File: src/rtl/mac_pkg.sv
// Shared definitions for the multiply-accumulate operand loader and equation datapath.
package mac_pkg;

  localparam int MAC_WORD_W = 32;
  localparam int MAC_OP_W   = 64;

  typedef enum logic [1:0] {LOAD_A, LOAD_B, LOAD_C, HOLD} loader_state_t;

  // Operand sequence within a frame: A, then B, then C, then the set is held.
  function automatic loader_state_t next_load(input loader_state_t s);
    case (s)
      LOAD_A:  next_load = LOAD_B;
      LOAD_B:  next_load = LOAD_C;
      default: next_load = HOLD;
    endcase
  endfunction

endpackage

File: src/rtl/mac_operand_loader.sv
// Assembles A, B and C from a narrow word stream and holds the complete set
// stable for the combinational MAC until it is consumed.
module mac_operand_loader
  import mac_pkg::*;
#(
  parameter int WORD_W = MAC_WORD_W,
  parameter int OP_W   = MAC_OP_W
) (
  input  logic                clk,
  input  logic                reset,
  input  logic                in_valid,
  output logic                in_ready,
  input  logic [WORD_W-1:0]   in_data,
  input  logic                in_last,
  output logic                out_valid,
  input  logic                out_ready,
  output logic [OP_W-1:0]     out_a,
  output logic [OP_W-1:0]     out_b,
  output logic [2*OP_W-1:0]   out_c,
  output logic                frame_err
);

  localparam int NA    = OP_W / WORD_W;
  localparam int NC    = 2 * NA;
  localparam int CNT_W = (NC > 1) ? $clog2(NC) : 1;

  loader_state_t       state;
  logic [CNT_W-1:0]    cnt;
  logic [OP_W-1:0]     opa_p0;
  logic [OP_W-1:0]     opb_p0;
  logic [2*OP_W-1:0]   opc_p0;
  logic                err_p0;

  logic                xfer;
  logic                final_c;
  logic                last_word;
  logic                bad_last;

  always_comb begin
    xfer      = in_valid && (state != HOLD);
    final_c   = (state == LOAD_C) && (cnt == CNT_W'(NC - 1));
    last_word = (state == LOAD_C) ? final_c : (cnt == CNT_W'(NA - 1));
    // in_last must coincide exactly with the final C word, nowhere else.
    bad_last  = (in_last != final_c);
  end

  always_ff @(posedge clk) begin
    if (reset) begin
      state  <= LOAD_A;
      cnt    <= '0;
      err_p0 <= 1'b0;
      opa_p0 <= '0;
      opb_p0 <= '0;
      opc_p0 <= '0;
    end else begin
      err_p0 <= 1'b0;
      if (state == HOLD) begin
        if (out_ready) state <= LOAD_A;
      end else if (xfer) begin
        if (bad_last) begin
          err_p0 <= 1'b1;
          state  <= LOAD_A;
          cnt    <= '0;
        end else if (last_word) begin
          state  <= next_load(state);
          cnt    <= '0;
        end else begin
          cnt    <= cnt + CNT_W'(1);
        end
        // Each operand register is written only from its own load state.
        for (int k = 0; k < NA; k++) begin
          if (cnt == CNT_W'(k)) begin
            if (state == LOAD_A) opa_p0[k*WORD_W +: WORD_W] <= in_data;
            if (state == LOAD_B) opb_p0[k*WORD_W +: WORD_W] <= in_data;
          end
        end
        for (int k = 0; k < NC; k++) begin
          if ((state == LOAD_C) && (cnt == CNT_W'(k)))
            opc_p0[k*WORD_W +: WORD_W] <= in_data;
        end
      end
    end
  end

  assign in_ready  = (state != HOLD);
  assign out_valid = (state == HOLD);
  assign out_a     = opa_p0;
  assign out_b     = opb_p0;
  assign out_c     = opc_p0;
  assign frame_err = err_p0;

endmodule

File: config.mk
export PLATFORM = sky130hd
export DESIGN_NAME = mac_operand_loader
export DESIGN_NICKNAME = d
export VERILOG_FILES = /design/src/rtl/mac_pkg.sv /design/src/rtl/mac_operand_loader.sv
export SDC_FILE = /design/constraint.sdc
export NUM_CORES = 1
export LEC_CHECK = 0
export BUFFER_PORTS_ARGS = -buffer_cell sky130_fd_sc_hd__buf_2
export CAP_MARGIN = 20
export CORE_ASPECT_RATIO = 0.75
export CORE_MARGIN = 4
export CORE_UTILIZATION = 54
export CTS_BUF_LIST = sky130_fd_sc_hd__clkbuf_8 sky130_fd_sc_hd__clkbuf_16
export DETAILED_ROUTE_END_ITERATION = 16
export PLACE_DENSITY = 0.95
export SLEW_MARGIN = 20
export SYNTH_ARGS = -nofsm -noshare
export SYNTH_HDL_FRONTEND = slang
export SYNTH_SLANG_ARGS = --single-unit
File: constraint.sdc
create_clock -name clk -period 2.6 [get_ports clk]
set_input_delay 0.39 -clock clk [delete_from_list [all_inputs] [get_ports clk]]
set_output_delay 0.39 -clock clk [all_outputs]
set_load 0.02 [all_outputs]
==> results of run 1 <==
Yosys cell counts (all sizes together):
library cell  number
dfxtp            261
inv                6
and3               2
ha                 5
nor3b              1
nor3               5
nand3              9
nor2               5
nand2b             3
clkbuf            69
a21oi            259
nand2            518
a41o               1
nor2b              2
buf               47
or3                1
mux2i              1
a32oi              2
o21ai              3
xnor2              1
or4                1
a22oi              1
path summary, 6_finish.rpt:
check	startpoint	slack (ps)	cells past startpoint	end
setup / recovery	state[0]	480	3	out_valid
hold / removal	in_data[31]	200	3	out_a[31]
setup reg to reg	state[1]	550	5	out_c[113]
hold reg to reg	out_b[44]	450	2	out_b[44]
registers in the layout, summed over array words and instances (netlist names):
name,cells
out_c,128
out_a,64
out_b,64
cnt,2
state,2
frame_err,1
cells in the final DEF (no fill, tap or decap):
master,n
mux2i_1,1
nand3_2,2
a22oi_1,1
clkinvlp_4,1
a21oi_1,259
a41o_1,1
nor2b_1,2
clkinv_2,3
clkbuf_8,5
nor3_1,1
buf_2,294
nand3_1,7
inv_8,1
nor3_4,2
o21ai_0,3
clkbuf_16,25
nor3b_1,1
bufinv_16,2
dfxtp_1,261
nor2_1,3
a32oi_1,2
buf_12,5
and3_1,2
nand2b_1,3
nor3_2,2
nand2_1,518
nor2_2,2
or4_1,1
buf_4,27
inv_6,1
inv_1,11
or3_1,1
ha_1,5
xnor2_1,1
stage by stage:
step	total power, mW	util [%]	hold slack, ps
2_1_floorplan	4.51	-	482
3_3_place_gp	4.71	64.6	438
3_5_place_dp	4.72	64.6	444
4_1_cts	8.24	69.4	182
5_1_grt	8.45	69.4	192
6_report	8.21	69.4	195
per-layer routing:
layer  vias up  GRT usage (%)  wire [microns]
li1       4295              -               -
met1      4381           39.6           12000
met2       587           49.1           14000
met3       100           7.78            3810
met4         0           10.7            1080
met5         -              0               0
area by class of cell:
cell class	instances	area, sq um	area share (%)
multi-input cells	820	3570	30.6
inverters	6	22.5	0.193
repair buffers	327	1790	15.3
well taps	215	269	2.30
clock buffers	29	681	5.83
flip-flops and latches	261	5230	44.7
clock inverters	13	121	1.04
critical path, delay by kind of cell (launching register included):
| kind | cells | cell delay [ps] |
|---|---|---|
| buf+inv | 2 | 250 |
| flops | 1 | 680 |
| simple gates | 1 | 270 |
report_power, final:
group	internal, mW	switching, mW	leakage [nW]
registers	4.06	0.0434	2.11
logic	0.142	0.398	2.48
clock network	2.06	1.51	0.414
cells by family after synthesis:
logic type	after synthesis	share of synthesized area, %
adder cells (fa/ha/maj)	5	0.674
AO/OA/AOI/OAI	266	14.5
multiplexers	1	0.108
XOR/XNOR	1	0.0944
AND/OR/NAND/NOR	547	22.7
flip-flops	261	56.3
buffers and inverters	122	5.58
==> metrics.md, run 1 <==
| Metric | Value |
|---|---|
| Ant diodes | 0 |
| Distinct cells, synth | 24 |
| Slowest cell on the critical path | dfxtp_1 |
| Layout Skew | 16.8 ps |
| GRT Overall Usage | 30.2% |
| CTS buffer count | 25 |
| Post-placement cell area | 10,900 sq um |
| Hold_buf cts | 0 |
| DRT antenna net count | 0 |
| Syn Inst Count | 1,203 |
| Syn-to-layout area delta | 25.9% |
| NumNets Final | 1,483 |
| Pwr dens | 703 nW/um^2 |
| Pre-CTS WS | 669 ps |
| Crit path capture type | primary output |
| Final TNS setup | 0 ps |
| Post-Route WL | 30,900 microns |
| Clk_lat worst skew | 520 ps |
| Cell count after placement | 1,629 |
| Crit path time final | 2120 ps |
| FP Rows | 41 |
| RSZ-0062 raised after global routing | false |
| Worst slew margin | 62.2% |
| Top post-synthesis cells by area | dfxtp_1 (56%), nand2_1 (21%), a21oi_1 (14%) |
| CTS H-tree depth | 1 |
| Crit-path cells | nand2_1 -> inv_1 -> buf_2 |
| Root Driver | clkbuf_16 |
| TritonCTS clock tree | yes |
| Syn nets | 1,245 |
| Top cell type's share of synthesized area | 56.3% |
| DR WL/cell | 18.5 microns |
| Crit Path Max Fanout | 13 |
| Clock transition at path regs | 60 ps |
| Number of global-route vias before repair | 8,822 |
| Clock Path Buffers | 3 |
| Critical path arrival | 1730 ps |
| Largest stage delay, worst path | 680 ps |
| Finished Layout Cells | 1,671 |
| Die X-Extent | 159 microns |
| Core Area | 16,800 sq um |
| Largest net degree at the start of global routing | 71 |
| Vias/cell | 5.60 |
| Max Fclk | 0.472 GHz |
| Final instance area | 11,700 sq um |
| # DRC | 0 |
| Synth Warn # | 0 |
| Post-synthesis cell area | 9280 sq um |
| Avg Inst Size Synth | 7.71 sq um |
| Tightest Pin Transition | 566 ps |
| Pins Over Slew Limit | 0 |
| Post-CTS sizing | 0 |
| CTS sink cnt | 261 |
| Fill cell count | 1,274 |
| Synth Register Bits | 261 |
| Final hold viol count | 0 |
| Share of layout cells above drive strength 1 | 25.5% |
| Initial antenna violation count | 0 |
| Die Area | 19,400 sq um |
| Cell taking the most area after synthesis | dfxtp_1 |
| Peak VDD IR | 0.526 mV |
| CP Launch Type | register |
| Sequential area share after synthesis | 56.3% |
| Required time worst endpoint | 2210 ps |
| Placer Congestion | 0.868 |
| Starting DRT DRC Count | 1,142 |
| Final WS setup | 481 ps |
| Post-CTS setup buffers | 0 |
| First-pass GRT wire length | 47,300 microns |
| Starting Density | 55.1% |
| Crit Path Class | reg2out |
| Hold WC Path Type | in2reg |
| Final worst path period share | 81.5% |
| Drt pass-1 iters | 6 |
| Vias | 9,363 |
| Hpwl dp | 21,300 microns |
| Leak pwr | 5.01 nW |
| Final setup viols | 0 |
| PortBufs | 295 |
| GRT overflow | 0 |
| Top Ports | 296 |
| Die Span Y | 122 microns |
| Max Cap Viol | 0 |
| Status | finished clean |
No activity file was read; power rests on OpenSTA's default activity.
==> run 2: changes to the inputs <==
- ABC_AREA: default -> 1
- CORE_UTILIZATION: 54 -> 46
- PLACE_DENSITY: 0.95 -> 0.88
- clock period: 2.6 -> 1.9 ns (I/O delays scaled with it)
==> metrics.md, run 2 <==
| Metric | Value |
|---|---|
| Status | finished clean |
| XOR/XNOR Fraction of Synth Area | 0% (-0.094 points) |
| Post-synthesis mux area share | 0% (-0.11 points) |
| Final hold viol count | 0 (unchanged) |
| Pwr dens | 1050 nW/um^2 (+49%) |
| GRT Overall Usage | 25.6% (-4.6 points) |
| Final instance area | 11,700 sq um (about the same) |
| FP Rows | 44 (+7.3%) |
| GRT overflow | 0 (unchanged) |
| Syn nets | 1,215 (-2.4%) |
| Hold WC Path Type | in2reg |
| Max Fclk | 0.559 GHz |
| Adder-Cell Fraction of Synth Area | 0.669% (-0.0056 points) |
| Crit path time final | 1790 ps |
| CTS buffer count | 25 (unchanged) |
| Starting Density | 47.6% (-7.5 points) |
| Required time worst endpoint | 1620 ps (-590 ps) |
| # DRC | 0 (unchanged) |
| Top cell type's share of synthesized area | 55.8% (-0.47 points) |
| Top Ports | 296 (unchanged) |
| Largest register FFs | 128 (unchanged) |
| Pins Over Slew Limit | 0 (unchanged) |
| Worst slew margin | 51.3% (-11 points) |
| CTS sink cnt | 261 (unchanged) |
| CTS H-tree depth | 1 (unchanged) |
| Syn Inst Count | 1,173 (-2.5%) |
| FF+latch area | 5230 sq um (unchanged) |
| Final TNS setup | 0 ps (unchanged) |
| Distinct cells, synth | 28 (+17%) |
| Commonest non-fill, non-tap cell in the layout | nor2_1 |
| Avg Inst Size Synth | 7.98 sq um (+3.4%) |
| Ys async rst share | 0% (unchanged) |
| Crit-path cells | nand2_1 -> inv_2 -> buf_2 |
| Number of global-route vias before repair | 8,494 (-3.7%) |
| Synth Warn # | 0 (unchanged) |
| Clk_lat worst skew | 510 ps (about the same) |
| Top-count cell post-synth | nor2_1 |
| Post-synth EDFFs | 0 (unchanged) |
| Area of the multi-input gates | 3450 sq um (-3.4%) |
| PortBufs | 295 (unchanged) |
| Critical path arrival | 1500 ps (-230 ps) |
| Largest family of logic cells by synthesized area | simple AND/OR/NAND/NOR gates |
| Hold WS | 26.4 ps (-169 ps) |
| Synth Register Bits | 261 (unchanged) |
| RSZ-0062 raised after global routing | false |
| Max Cap Viol | 0 (unchanged) |
| Peak VDD IR | 0.679 mV (+29%) |
| Ant diodes | 0 (unchanged) |
| Sequential area share after synthesis | 55.8% (-0.47 points) |
| Vias | 8,961 (-4.3%) |
| First-pass GRT wire length | 47,300 microns (+0.13%) |
| Top post-synthesis cells by area | dfxtp_1 (56%), nor2_1 (18%), o21ai_0 (12%) |
| NumNets Final | 1,475 (-0.54%) |
| Most frequent cells in the layout | nor2_1 (454), buf_2 (295), dfxtp_1 (261), o21ai_0 (216), inv_1 (43) |
| Crit path capture type | primary output |
| Crit Path Class | reg2out |
| Post-placement cell area | 10,900 sq um (-0.23%) |
| Syn-to-layout area delta | 24.8% |
| Largest stage delay, worst path | 540 ps (-140 ps) |
| Root Driver | clkbuf_16 |
| Finished Layout Cells | 1,704 (+2.0%) |
| Hpwl dp | 20,800 microns (-2.1%) |
| Compound-Gate Fraction of Synth Area | 15.7% (+1.2 points) |
| Final worst path period share | 94.2% |
| DR WL/cell | 18.2 microns (-1.8%) |
| Clock transition at path regs | 60 ps (about the same) |
| Core Area | 19,700 sq um (+17%) |
| Die Span Y | 132 microns (+8.2%) |
| Final setup viols | 0 (unchanged) |
| Vias/cell | 5.26 (-6.1%) |
| Leak pwr | 5.35 nW (+6.9%) |
| Post-synthesis cell area | 9360 sq um (+0.84%) |
| Crit Path Max Fanout | 8 (-5) |
| Largest net degree at the start of global routing | 60 (-15%) |
| Fill cell count | 1,693 (+33%) |
| Top post-synthesis cells by count | nor2_1 (454), dfxtp_1 (261), o21ai_0 (216) |
| Clock Path Buffers | 3 (unchanged) |
| Starting DRT DRC Count | 896 (-22%) |
| Initial antenna violation count | 0 (unchanged) |
| DRT antenna net count | 0 (unchanged) |
| Tightest Pin Transition | 729 ps (+163 ps) |
| Die Area | 22,700 sq um (+17%) |
| Post-Route WL | 31,000 microns (+0.19%) |
| Main synth FF type | dfxtp_1 |
| TritonCTS clock tree | yes |
| Placer Congestion | 0.871 (+0.29%) |
| Die X-Extent | 173 microns (+8.4%) |
| CP Launch Type | register |
| Simple-Gate Fraction of Synth Area | 20.5% (-2.2 points) |
| Cell count after placement | 1,659 (+1.8%) |
| Drt pass-1 iters | 7 (+1) |
| Cell taking the most area after synthesis | dfxtp_1 |
| Share of layout cells above drive strength 1 | 26.1% (+0.57 points) |
| Layout Skew | 6.84 ps (-9.93 ps) |
| Slowest cell on the critical path | dfxtp_1 |
## run 2: changes by cell type after synthesis, sizes merged, moves of 3 or more
cell / previous run / this run
nand2: 518 / 22
nor2: 5 / 456
o21ai: 3 / 258
a21oi: 259 / 34
inv: 6 / 50
clkbuf: 69 / 45
buf: 47 / 33
nand3: 9 / 4
nor3: 5 / 1
nand2b: 3 / 0
## run 2: path summary, 6_finish.rpt
| check | start | to | slack, ps | cells after the start |
|---|---|---|---|---|
| worst min register to register | out_c[127] | out_c[127] | 440 | 2 |
| worst min-delay path | reset | cnt[1] | 30 | 2 |
| worst max-delay path | state[1] | out_valid | 110 | 3 |
| worst max register to register | cnt[1] | out_c[49] | 180 | 8 |
## run 2: cell type report
class,count,area share (%)
Clock buffer,33,6.30
Clock inverter,12,0.718
Inverter,50,1.74
Multi-Input combinational cell,784,29.6
Sequential cell,261,44.8
Tap cell,253,2.71
Timing Repair Buffer,311,14.2
## run 2: metrics by stage
stage | util [%] | power (mW) | setup WS, ps
floorplan | - | 6.87 | 592
global placement | 55.2 | 7.38 | 276
detailed placement | 55.2 | 7.42 | 166
CTS | 59.4 | 12.3 | 77.1
global route | 59.4 | 12.6 | 44.5
finish | 59.4 | 12.2 | 110
## run 2: kinds of logic (layout without fill, tap and decap cells)
logic type      count (synthesis)  after routing
simple gates                  487            487
compound gates                292            292
flops                         261            261
buf+inv                       128            406
fa+ha+maj                       5              5
## run 2: critical path: cells and delay by family, from the launching register on
kind,cells,cell delay (ps)
flip-flops,1,540
buffers and inverters,2,270
AND/OR/NAND/NOR,1,190
## run 2: power by group
| part | switching (mW) | total, mW | leakage [nW] | internal [mW] |
|---|---|---|---|---|
| registers | 0.134 | 5.84 | 2.12 | 5.71 |
| clock network | 2.07 | 4.91 | 0.428 | 2.84 |
| logic | 1.04 | 1.48 | 2.81 | 0.438 |
## run 2: per-layer routing
layer  GRT usage (%)  part of all wire, %  up-vias
met1            33.1                   41     4203
met4            7.09                  2.4        0
li1                -                    -     4269
met5               0                    0        -
met3            8.47                   11       49
met2            41.5                   45      440
## run 2: repair_timing
action	4_1_cts	5_1_grt
setup endpoints to repair	0	3
setup buffers	0	0
hold buffers	0	0
gates resized for setup	0	2
==> run 3: changes to the inputs <==
--- a/config.mk
+++ b/config.mk
@@ -9,3 +9,3 @@
 export BUFFER_PORTS_ARGS = -buffer_cell sky130_fd_sc_hd__buf_2
-export CAP_MARGIN = 20
+export CAP_MARGIN = 40
 export CORE_ASPECT_RATIO = 0.75
@@ -15,2 +15,3 @@
 export DETAILED_ROUTE_END_ITERATION = 16
+export MAX_ROUTING_LAYER = met4
 export PLACE_DENSITY = 0.88
==> constraint.sdc (replaced) <==
create_clock -name clk -period 1.9 [get_ports clk]
set_input_delay 0.38 -clock clk [delete_from_list [all_inputs] [get_ports clk]]
set_output_delay 0.38 -clock clk [all_outputs]
set_load 0.02 [all_outputs]
==> metrics.md, run 3 (same netlist as run 2, synthesis figures left out) <==
| Metric | Value |
|---|---|
| NumNets Final | 1,484 (+0.61%) |
| # DRC | 0 (unchanged) |
| Placer Congestion | 0.838 (-3.8%) |
| Vias/cell | 5.24 (-0.35%) |
| Clock power frac | 41.2% (+1.1 points) |
| Tightest Pin Transition | 653 ps (-76.7 ps) |
| First-pass GRT wire length | 46,900 microns (-1.0%) |
| Peak VDD IR | 0.704 mV (+3.6%) |
| Initial antenna violation count | 0 (unchanged) |
| Root Driver | clkbuf_16 |
| Crit Path Class | reg2out |
| Hold WC Path Type | in2reg |
| FF+latch area | 5230 sq um (about the same) |
| CTS buffer count | 25 (unchanged) |
| Vias | 8,966 (+0.056%) |
| Hpwl dp | 21,200 microns (+1.8%) |
| Drt pass-1 iters | 5 (-2) |
| Final worst path period share | 91.4% (-2.8 points) |
| Final setup viols | 0 (unchanged) |
| Crit Path Max Fanout | 8 (unchanged) |
| FP Rows | 44 (unchanged) |
| Ant diodes | 0 (unchanged) |
| Hold_buf cts | 0 (unchanged) |
| Starting Density | 47.6% (unchanged) |
| Post-Route WL | 30,400 microns (-1.9%) |
| Pins Over Slew Limit | 0 (unchanged) |
| Largest net degree at the start of global routing | 74 (+23%) |
| DRT antenna net count | 0 (unchanged) |
| Clock Path Buffers | 3 (unchanged) |
| Die Span Y | 132 microns (unchanged) |
| Syn-to-layout area delta | 25.8% |
| Switch Pwr | 3.22 mW (-0.73%) |
| Crit-path cells | nand2_1 -> inv_2 -> buf_2 |
| Pwr dens | 1060 nW/um^2 (+1.0%) |
| RSZ-0062 raised after global routing | false |
| Area of the multi-input gates | 3450 sq um (unchanged) |
| Switching share of power | 25.8% (-0.68 points) |
| Largest stage delay, worst path | 460 ps (-80 ps) |
| Number of global-route vias before repair | 8,320 (-2.0%) |
| Final instance area | 11,800 sq um (+0.83%) |
| TritonCTS clock tree | yes |
| Die X-Extent | 173 microns (unchanged) |
| DR WL/cell | 17.8 microns (-2.3%) |
| Post-CTS setup buffers | 0 (unchanged) |
| Core Area | 19,700 sq um (unchanged) |
| Leak pwr | 5.40 nW (+0.94%) |
| Most frequent cells in the layout | nor2_1 (454), buf_2 (295), dfxtp_1 (260), o21ai_0 (216), inv_1 (43) |
| Max Fclk | 0.576 GHz (+3.1%) |
| Int Power | 9.24 mW (+2.8%) |
| Combinational Power Share | 11.9% (-0.2 points) |
| PortBufs | 295 (unchanged) |
| Commonest non-fill, non-tap cell in the layout | nor2_1 |
| Final TNS setup | 0 ps (unchanged) |
| Die Area | 22,700 sq um (unchanged) |
| Status | finished clean |
| Clk_lat worst skew | 510 ps (about the same) |
| Fill cell count | 1,690 (-0.18%) |
| Largest register FFs | 128 (unchanged) |
| Slowest cell on the critical path | dfxtp_2 |
| Top Ports | 296 (unchanged) |
| Required time worst endpoint | 1520 ps (-100 ps) |
| Post-placement cell area | 10,900 sq um (+0.62%) |
| Starting DRT DRC Count | 897 (+0.11%) |
| GRT Overall Usage | 26.0% (+0.38 points) |
| Sequential share of power | 46.9% (-0.9 points) |
| CTS sink cnt | 261 (unchanged) |
| Critical path arrival | 1360 ps (-140 ps) |
| CTS H-tree depth | 1 (unchanged) |
| CP Launch Type | register |
| GRT overflow | 0 (unchanged) |
| Crit path capture type | primary output |
| Clock transition at path regs | 60 ps (about the same) |
| Layout Skew | 16.1 ps (+9.24 ps) |
| Share of layout cells above drive strength 1 | 26.5% (+0.42 points) |
| Max Cap Viol | 0 (unchanged) |
| Crit path time final | 1740 ps (-53.3 ps) |
| Final hold viol count | 0 (unchanged) |
| Worst slew margin | 56.4% (+5.1 points) |
-- run 3: cell types whose count changed in the layout (fill, tap and decap cells not counted) --
cell	delta
inv_2	+1
clkinv_4	+1
inv_4	-1
bufinv_16	+3
clkinv_2	-1
clkbuf_8	-4
buf_4	+9
dfxtp_2	+1
inv_6	-1
dfxtp_1	-1
-- run 3: worst paths after layout --
| check | depth (start not counted) | startpoint | end | slack, ps |
|---|---|---|---|---|
| worst min register to register | 2 | out_c[102] | out_c[102] | 440 |
| worst min-delay path | 2 | reset | cnt[1] | 100 |
| worst max register to register | 9 | cnt[0] | out_a[5] | 210 |
| worst max-delay path | 3 | state[1] | out_valid | 160 |
-- run 3: worst max-delay path: cells and delay by family (launching register included) --
family | cells | cell delay (ps)
AND/OR/NAND/NOR | 1 | 140
buffers and inverters | 2 | 250
flip-flops | 1 | 460
-- run 3: per-stage QoR --
| stage | total power [mW] | std cells | utilization [%] | setup WS, ps | hold slack, ps |
|---|---|---|---|---|---|
| final | 12.5 | 1711 | 59.9 | 164 | 103 |
| after global routing | 12.9 | 1711 | 59.9 | 66.4 | 98.9 |
| after CTS | 12.5 | 1711 | 59.9 | 157 | 90.0 |
| after detailed placement | 7.44 | 1668 | 55.6 | 223 | 432 |
| after global placement | 7.39 | 1668 | 55.6 | 291 | 428 |
| after floorplan | 6.87 | 1173 | - | 592 | 449 |
-- run 3: final cells by class --
type / instances / area share [%]
inverter: 50 / 1.70
multi-input combinational: 784 / 29.3
sequential: 261 / 44.4
tap: 253 / 2.69
clock inverter: 14 / 1.43
timing repair buffer: 320 / 14.7
clock buffer: 29 / 5.78
-- run 3: power groups by stage --
stage / combinational (mW) / clock, mW / sequential [mW]
after floorplan: 0.640 / 0 / 6.23
after global placement: 1.43 / 0 / 5.96
after detailed placement: 1.47 / 0 / 5.97
after CTS: 1.48 / 5.17 / 5.85
after global routing: 1.62 / 5.44 / 5.87
final: 1.48 / 5.13 / 5.85
-- run 3: layer usage --
layer  part of all wire, %  track usage [%]  vias up  routed length [microns]
met5                     0                -        -                        0
met4                   2.4             6.47        0                      737
met3                    11             7.44       53                     3420
met2                    44             39.8      492                    13500
met1                    42             34.3     4139                    12700
li1                      -                -     4282                        -
-- run 3: what timing repair did --
item | in CTS | in global routing
gates resized for setup | 1 | 0
hold endpoints to repair | 0 | 0
setup endpoints to repair | 1 | 0
